<file path="src/rtl/rvfi_commit_sequencer_if.sv">
// Handshake bundle between dispatch/execute/flush sources and the retirement
// sequencer, plus the retired-record stream toward the RVFI monitor.
interface rvfi_commit_sequencer_if #(
    parameter int unsigned DEPTH = 8
);
    localparam int unsigned TAG_W = $clog2(DEPTH);
    localparam int unsigned REC_W = 311;

    logic             alloc_valid;
    logic             alloc_ready;
    logic [TAG_W-1:0] alloc_tag;
    logic             cmp_valid;
    logic [TAG_W-1:0] cmp_tag;
    logic [REC_W-1:0] cmp_rec;
    logic             flush;
    logic             mon_valid;
    logic [63:0]      mon_order;
    logic [REC_W-1:0] mon_rec;
    logic             mon_halt;
    logic             err;

    modport master (
        output alloc_valid, cmp_valid, cmp_tag, cmp_rec, flush,
        input  alloc_ready, alloc_tag, mon_valid, mon_order, mon_rec, mon_halt, err
    );

    modport slave (
        input  alloc_valid, cmp_valid, cmp_tag, cmp_rec, flush,
        output alloc_ready, alloc_tag, mon_valid, mon_order, mon_rec, mon_halt, err
    );
endinterface

</file>
<file path="src/rtl/rvfi_commit_sequencer.sv">
// Retirement-side RVFI sequencer: tags allocated in program order, records
// completed in any order, retired strictly in order with a 64-bit order count.
module rvfi_commit_sequencer #(
    parameter int unsigned DEPTH = 8
) (
    input  logic                   clk,
    input  logic                   rst,
    rvfi_commit_sequencer_if.slave bus
);
    localparam int unsigned TAG_W = $clog2(DEPTH);
    localparam int unsigned REC_W = 311;
    localparam logic [TAG_W:0] FULL_CNT = (TAG_W+1)'(DEPTH);

    logic [TAG_W-1:0] head_q;
    logic [TAG_W-1:0] tail_q;
    logic [TAG_W:0]   count_q;
    logic [63:0]      order_q;
    logic [DEPTH-1:0] alloc_q;
    logic [DEPTH-1:0] done_q;
    logic [REC_W-1:0] rec_q [DEPTH];

    logic             mon_valid_q;
    logic [63:0]      mon_order_q;
    logic [REC_W-1:0] mon_rec_q;
    logic             mon_halt_q;
    logic             err_q;

    logic             alloc_fire;
    logic             retire;
    logic             cmp_ok;
    logic             cmp_bad;
    logic [31:0]      head_inst;
    logic             halt_inst;

    // Readiness is taken from the registered count, so a full buffer refuses
    // allocation even in the cycle an entry retires.
    assign bus.alloc_ready = (count_q != FULL_CNT) && !mon_halt_q;
    assign bus.alloc_tag   = tail_q;
    assign bus.mon_valid   = mon_valid_q;
    assign bus.mon_order   = mon_order_q;
    assign bus.mon_rec     = mon_rec_q;
    assign bus.mon_halt    = mon_halt_q;
    assign bus.err         = err_q;

    always_comb begin
        alloc_fire = bus.alloc_valid && bus.alloc_ready;
        retire     = alloc_q[head_q] && done_q[head_q] && !mon_halt_q;
        cmp_ok     = bus.cmp_valid && alloc_q[bus.cmp_tag] && !done_q[bus.cmp_tag];
        cmp_bad    = bus.cmp_valid && !cmp_ok;
        head_inst  = rec_q[head_q][REC_W-1 -: 32];
        halt_inst  = head_inst inside {32'h0000_0063, 32'h0000_006f, 32'hF000_2013};
    end

    always_ff @(posedge clk) begin
        if (!rst) begin
            head_q      <= '0;
            tail_q      <= '0;
            count_q     <= '0;
            order_q     <= '0;
            alloc_q     <= '0;
            done_q      <= '0;
            mon_valid_q <= 1'b0;
            mon_order_q <= '0;
            mon_rec_q   <= '0;
            mon_halt_q  <= 1'b0;
            err_q       <= 1'b0;
        end else if (bus.flush) begin
            alloc_q     <= '0;
            done_q      <= '0;
            tail_q      <= head_q;
            count_q     <= '0;
            mon_valid_q <= 1'b0;
        end else begin
            mon_valid_q <= retire;
            count_q     <= count_q + (TAG_W+1)'(alloc_fire) - (TAG_W+1)'(retire);
            if (retire) begin
                mon_rec_q       <= rec_q[head_q];
                mon_order_q     <= order_q;
                order_q         <= order_q + 64'd1;
                head_q          <= head_q + TAG_W'(1);
                alloc_q[head_q] <= 1'b0;
                done_q[head_q]  <= 1'b0;
                if (halt_inst) begin
                    mon_halt_q <= 1'b1;
                end
            end
            // Head and tail only coincide with a live head entry when full,
            // and a full buffer never allocates, so these bit writes never collide.
            if (cmp_ok) begin
                done_q[bus.cmp_tag] <= 1'b1;
            end
            if (cmp_bad) begin
                err_q <= 1'b1;
            end
            if (alloc_fire) begin
                alloc_q[tail_q] <= 1'b1;
                done_q[tail_q]  <= 1'b0;
                tail_q          <= tail_q + TAG_W'(1);
            end
        end
    end

    always_ff @(posedge clk) begin
        if (rst && !bus.flush && cmp_ok) begin
            rec_q[bus.cmp_tag] <= bus.cmp_rec;
        end
    end
endmodule

</file>
<file path="src/flat_wrapper.sv">
// flat-port wrapper written by rule: the top's interface ports become plain ports
module rvfi_commit_sequencer_flat 
#(
    parameter int unsigned DEPTH = 8
)
  (clk, rst, bus_alloc_valid, bus_cmp_valid, bus_cmp_tag, bus_cmp_rec, bus_flush, bus_alloc_ready, bus_alloc_tag, bus_mon_valid, bus_mon_order, bus_mon_rec, bus_mon_halt, bus_err);
  rvfi_commit_sequencer_if #(.DEPTH(DEPTH)) bus_i ();
  input  logic clk;
  input  logic rst;
  input wire logic [$bits(bus_i.alloc_valid)-1:0] bus_alloc_valid;
  input wire logic [$bits(bus_i.cmp_valid)-1:0] bus_cmp_valid;
  input wire logic [$bits(bus_i.cmp_tag)-1:0] bus_cmp_tag;
  input wire logic [$bits(bus_i.cmp_rec)-1:0] bus_cmp_rec;
  input wire logic [$bits(bus_i.flush)-1:0] bus_flush;
  output wire logic [$bits(bus_i.alloc_ready)-1:0] bus_alloc_ready;
  output wire logic [$bits(bus_i.alloc_tag)-1:0] bus_alloc_tag;
  output wire logic [$bits(bus_i.mon_valid)-1:0] bus_mon_valid;
  output wire logic [$bits(bus_i.mon_order)-1:0] bus_mon_order;
  output wire logic [$bits(bus_i.mon_rec)-1:0] bus_mon_rec;
  output wire logic [$bits(bus_i.mon_halt)-1:0] bus_mon_halt;
  output wire logic [$bits(bus_i.err)-1:0] bus_err;
  assign bus_i.alloc_valid = bus_alloc_valid;
  assign bus_i.cmp_valid = bus_cmp_valid;
  assign bus_i.cmp_tag = bus_cmp_tag;
  assign bus_i.cmp_rec = bus_cmp_rec;
  assign bus_i.flush = bus_flush;
  assign bus_alloc_ready = bus_i.alloc_ready;
  assign bus_alloc_tag = bus_i.alloc_tag;
  assign bus_mon_valid = bus_i.mon_valid;
  assign bus_mon_order = bus_i.mon_order;
  assign bus_mon_rec = bus_i.mon_rec;
  assign bus_mon_halt = bus_i.mon_halt;
  assign bus_err = bus_i.err;
  rvfi_commit_sequencer #(.DEPTH(DEPTH)) u_core (.clk(clk), .rst(rst), .bus(bus_i));
endmodule
</file>
<file path="config.mk">
export PLATFORM = sky130hd
export DESIGN_NAME = rvfi_commit_sequencer_flat
export DESIGN_NICKNAME = d
export VERILOG_FILES = /design/src/rtl/rvfi_commit_sequencer_if.sv /design/src/rtl/rvfi_commit_sequencer.sv /design/src/flat_wrapper.sv
export SDC_FILE = /design/constraint.sdc
export NUM_CORES = 2
export LEC_CHECK = 0
export ABC_CLOCK_PERIOD_IN_PS = 46200
export CAP_MARGIN = 5
export CORE_MARGIN = 2
export CORE_UTILIZATION = 54
export CTS_BUF_LIST = sky130_fd_sc_hd__clkbuf_8
export CTS_CLUSTER_DIAMETER = 150
export DETAILED_ROUTE_END_ITERATION = 16
export DONT_BUFFER_PORTS = 1
export GPL_TIMING_DRIVEN = 0
export PLACE_DENSITY = 0.76
export SLEW_MARGIN = 20
export SYNTH_ARGS = -nofsm -noshare
export SYNTH_HDL_FRONTEND = slang
export SYNTH_SLANG_ARGS = --single-unit
export TNS_END_PERCENT = 100
</file>
<file path="constraint.sdc">
create_clock -name clk -period 46.2 [get_ports clk]
set_input_delay 9.24 -clock clk [delete_from_list [all_inputs] [get_ports clk]]
set_output_delay 9.24 -clock clk [all_outputs]
set_load 0.01 [all_outputs]
</file>
==> impl_metrics.yaml <==
route:
  drt-total-wl_um: 275000
  dr.max_layer_used: "met5"
  vias_per_cell: 6.11
  drtPass1Iterations: 8
  vias: 57500
  wire_per_inst_um: 29.2
  met2_length_um: 135000
  wl_met1_um: 98600
  drc: 0
  ant_nets: 0
  first_iter_violations: 5424
  wl_met3_um: 24000
grt:
  grt_usage: 0.263
  grt_pass1_wl_um: 398000
  grt_max_degree: 37
  antenna_found_initial: 8
  grt_pass1_vias: 59200
  grt-ovfl-total: 0
clock_network:
  cts_tree: "built"
  clk_pin_slew_ns: 0.06
  hold_buffers: 0
  cts_sinks: 2959
  cts_max_path_buffers: 4
  postCtsSetupBuffers: 0
  cts_resized: 0
  clock-root-buffer: "clkbuf_8"
  cts-htree-levels: 5
  insertion_delay_ns: 1.12
  cts_buffers: 466
sta:
  fmax_ghz: 0.0758
  period_share: 0.285
  report.final.slew_viol_count: 0
  rsz0062_at_grt: "no"
  setup_tns_ns: 0
  setup_ws_ns: 33.01
  finalCriticalPeriod_ns: 13.19
  relSlewSlack: 0.239
  report.final.hold_viol_count: 0
  setup_viol: 0
  fin_skew_ns: 0.0850
  worstMarginPinSlew_ns: 1.14
floorplan:
  core_um2: 202000
  row_count: 165
  die_y_um: 456
  dieArea_um2: 207000
  die_w_um: 456
  ios: 701
  initial_core_util: 0.544
yosys:
  synth_top_family_by_area: "multiplexers"
  syn_area_um2: 110000
  synth_area_leaders: "edfxtp_1 (68%), mux4_2 (12%), dfxtp_1 (8.6%), mux2i_1 (2.9%), a211oi_1 (2.0%)"
  yosysTopAreaCell: "edfxtp_1"
  yosys-top-cells-count: "edfxtp_1 (2,488), mux4_2 (606), dfxtp_1 (471)"
  muxShareOfSynthArea: 0.154
  ys_seq_area_frac: 0.764
  synth_compound_area_frac: 0.0335
  synth.most_common_cell: "edfxtp_1"
  synth_xor_area_frac: 0.00119
  synth_cell_types: 52
  synthesis.nets: 5935
  synth_top_area_share: 0.679
  yosys_warnings: 0
  synth-main-ff-cell: "edfxtp_1"
  synthSimpleGateAreaFrac: 0.0317
  yosys.area_share.adder: 0.00109
  syn_avg_cell_area_um2: 19.6
  synthCells: 5607
  async_reset_ff_frac: 0
  synth-edff-count: 2488
  yosys_register_bits: 2959
setup_path:
  crit_path_max_fanout: 10
  cp-end-kind: "flop"
  crit_type: "in2reg"
  cp_data_arrival_time_ns: 13.96
  crit_required_ns: 46.97
  critPathLaunchType: "input pin"
outcome:
  status: "finished, final reports clean"
power:
  power_mw: 5.02
  leakage_nw: 38.9
  peakVddDrop_mv: 0.0366
  powerDensity_nw_per_um2: 39.9
placed_design:
  portBuffers: 0
  gp_congestion: 0.867
  place_ws_ns: 32.06
  placed_cell_area_um2: 117000
  dpl.hpwl_um: 188000
final_layout:
  nNetsFinal: 6683
  fin_util: 0.621
  design_area_um2: 126000
  drive_above_1_share: 0.239
  area_growth_pct: 14.1
hold_path:
  worstHoldPathType: "reg2reg"
run:
  drv_cap: 0
placed cells by master (no fill, tap or decap), types with 74 or more instances in the layout:
| cell | Yosys | layout |
|---|---|---|
| edfxtp_1 | 2488 | 2488 |
| mux4_2 | 606 | 606 |
| clkbuf_8 | 0 | 540 |
| dfxtp_1 | 471 | 471 |
| nor2_1 | 337 | 335 |
| mux2i_1 | 322 | 322 |
| a211oi_1 | 288 | 288 |
| nand2_1 | 230 | 230 |
| inv_1 | 18 | 201 |
| clkbuf_1 | 203 | 188 |
| a21oi_1 | 146 | 146 |
| buf_4 | 7 | 144 |
| buf_2 | 80 | 130 |
| clkinv_1 | 1 | 74 |
sequential cells by signal, summed over array words and instances, names as in the netlist, 3 cells and up, named ones only:
name	cells
u_core.head_q	3
u_core.bus.alloc_tag	3
u_core.bus.mon_order	64
u_core.count_q	4
u_core.bus.mon_rec	311
u_core.alloc_q	8
u_core.rec_q	2488
u_core.done_q	8
u_core.order_q	64
power breakdown:
| group | leakage [nW] | total (mW) | switching [mW] | internal [mW] |
|---|---|---|---|---|
| logic | 7.48 | 0.0177 | 0.0142 | 0.00352 |
| registers | 26.1 | 2.89 | 0.000836 | 2.89 |
| clock network | 5.26 | 2.11 | 0.997 | 1.11 |
| total | 38.9 | 5.02 | 1.01 | 4.00 |
area by class of cell:
class | instances | area, um2
Inverter | 19 | 71.3
Clock buffer | 540 | 7430
Sequential cell | 2959 | 84100
Tap cell | 2672 | 3340
Antenna cell | 4 | 10.0
Clock inverter | 309 | 1500
Timing Repair Buffer | 280 | 3170
Buffer | 344 | 1450
Multi-Input combinational cell | 2285 | 24500
Fill cell | 13700 | 76700
logic make-up (layout without fill, tap and decap cells):
family / count (synthesis) / count (layout)
AO/OA/AOI/OAI: 545 / 545
XOR/XNOR: 15 / 15
adder cells (fa/ha/maj): 9 / 9
buffers and inverters: 363 / 1492
flip-flops: 2959 / 2959
multiplexers: 940 / 940
other: 0 / 4
AND/OR/NAND/NOR: 776 / 776
worst paths after layout:
kind | from | slack [ns] | cells past startpoint | to
worst max-delay path | bus_cmp_tag[1] | 33.01 | 18 | u_core.rec_q[0][149]$_DFFE_PP_
worst min-delay path | u_core.order_q[58]$_SDFFE_PN0P_ | 0.48 | 2 | u_core.bus.mon_order[58]$_SDFFE_PN0P_
worst max register to register | u_core.done_q[7]$_SDFF_PP0_ | 41.41 | 16 | u_core.rec_q[0][149]$_DFFE_PP_
worst min register to register | u_core.order_q[58]$_SDFFE_PN0P_ | 0.48 | 2 | u_core.bus.mon_order[58]$_SDFFE_PN0P_
metal layers:
| metal | vias up | track usage |
|---|---|---|
| met2 | 2677 | 0.433 |
| met5 | - | 0 |
| li1 | 24400 | - |
| met4 | 2 | 0.149 |
| met1 | 29800 | 0.314 |
| met3 | 644 | 0.0733 |
critical path: stages:
cell and delay [ns]:
clkbuf_1 0.34, nor3b_1 0.43, a21oi_1 0.12, and4_1 0.17, a211oi_1 0.43, nand3_1 0.43, nor4_2 0.37, buf_4 0.25
buf_2 0.22, buf_2 0.23, buf_4 0.20, buf_4 0.18, buf_2 0.23, buf_2 0.26, buf_4 0.22, buf_2 0.19
buf_2 0.22, buf_4 0.20
stage by stage:
stage          std cells  hold WS [ns]
2_1_floorplan       5607         0.440
3_3_place_gp        8279         0.475
3_5_place_dp        8559         0.483
4_1_cts             9408         0.476
5_1_grt             9409         0.511
6_report            9412         0.477
(Power assumes the default switching activity.)
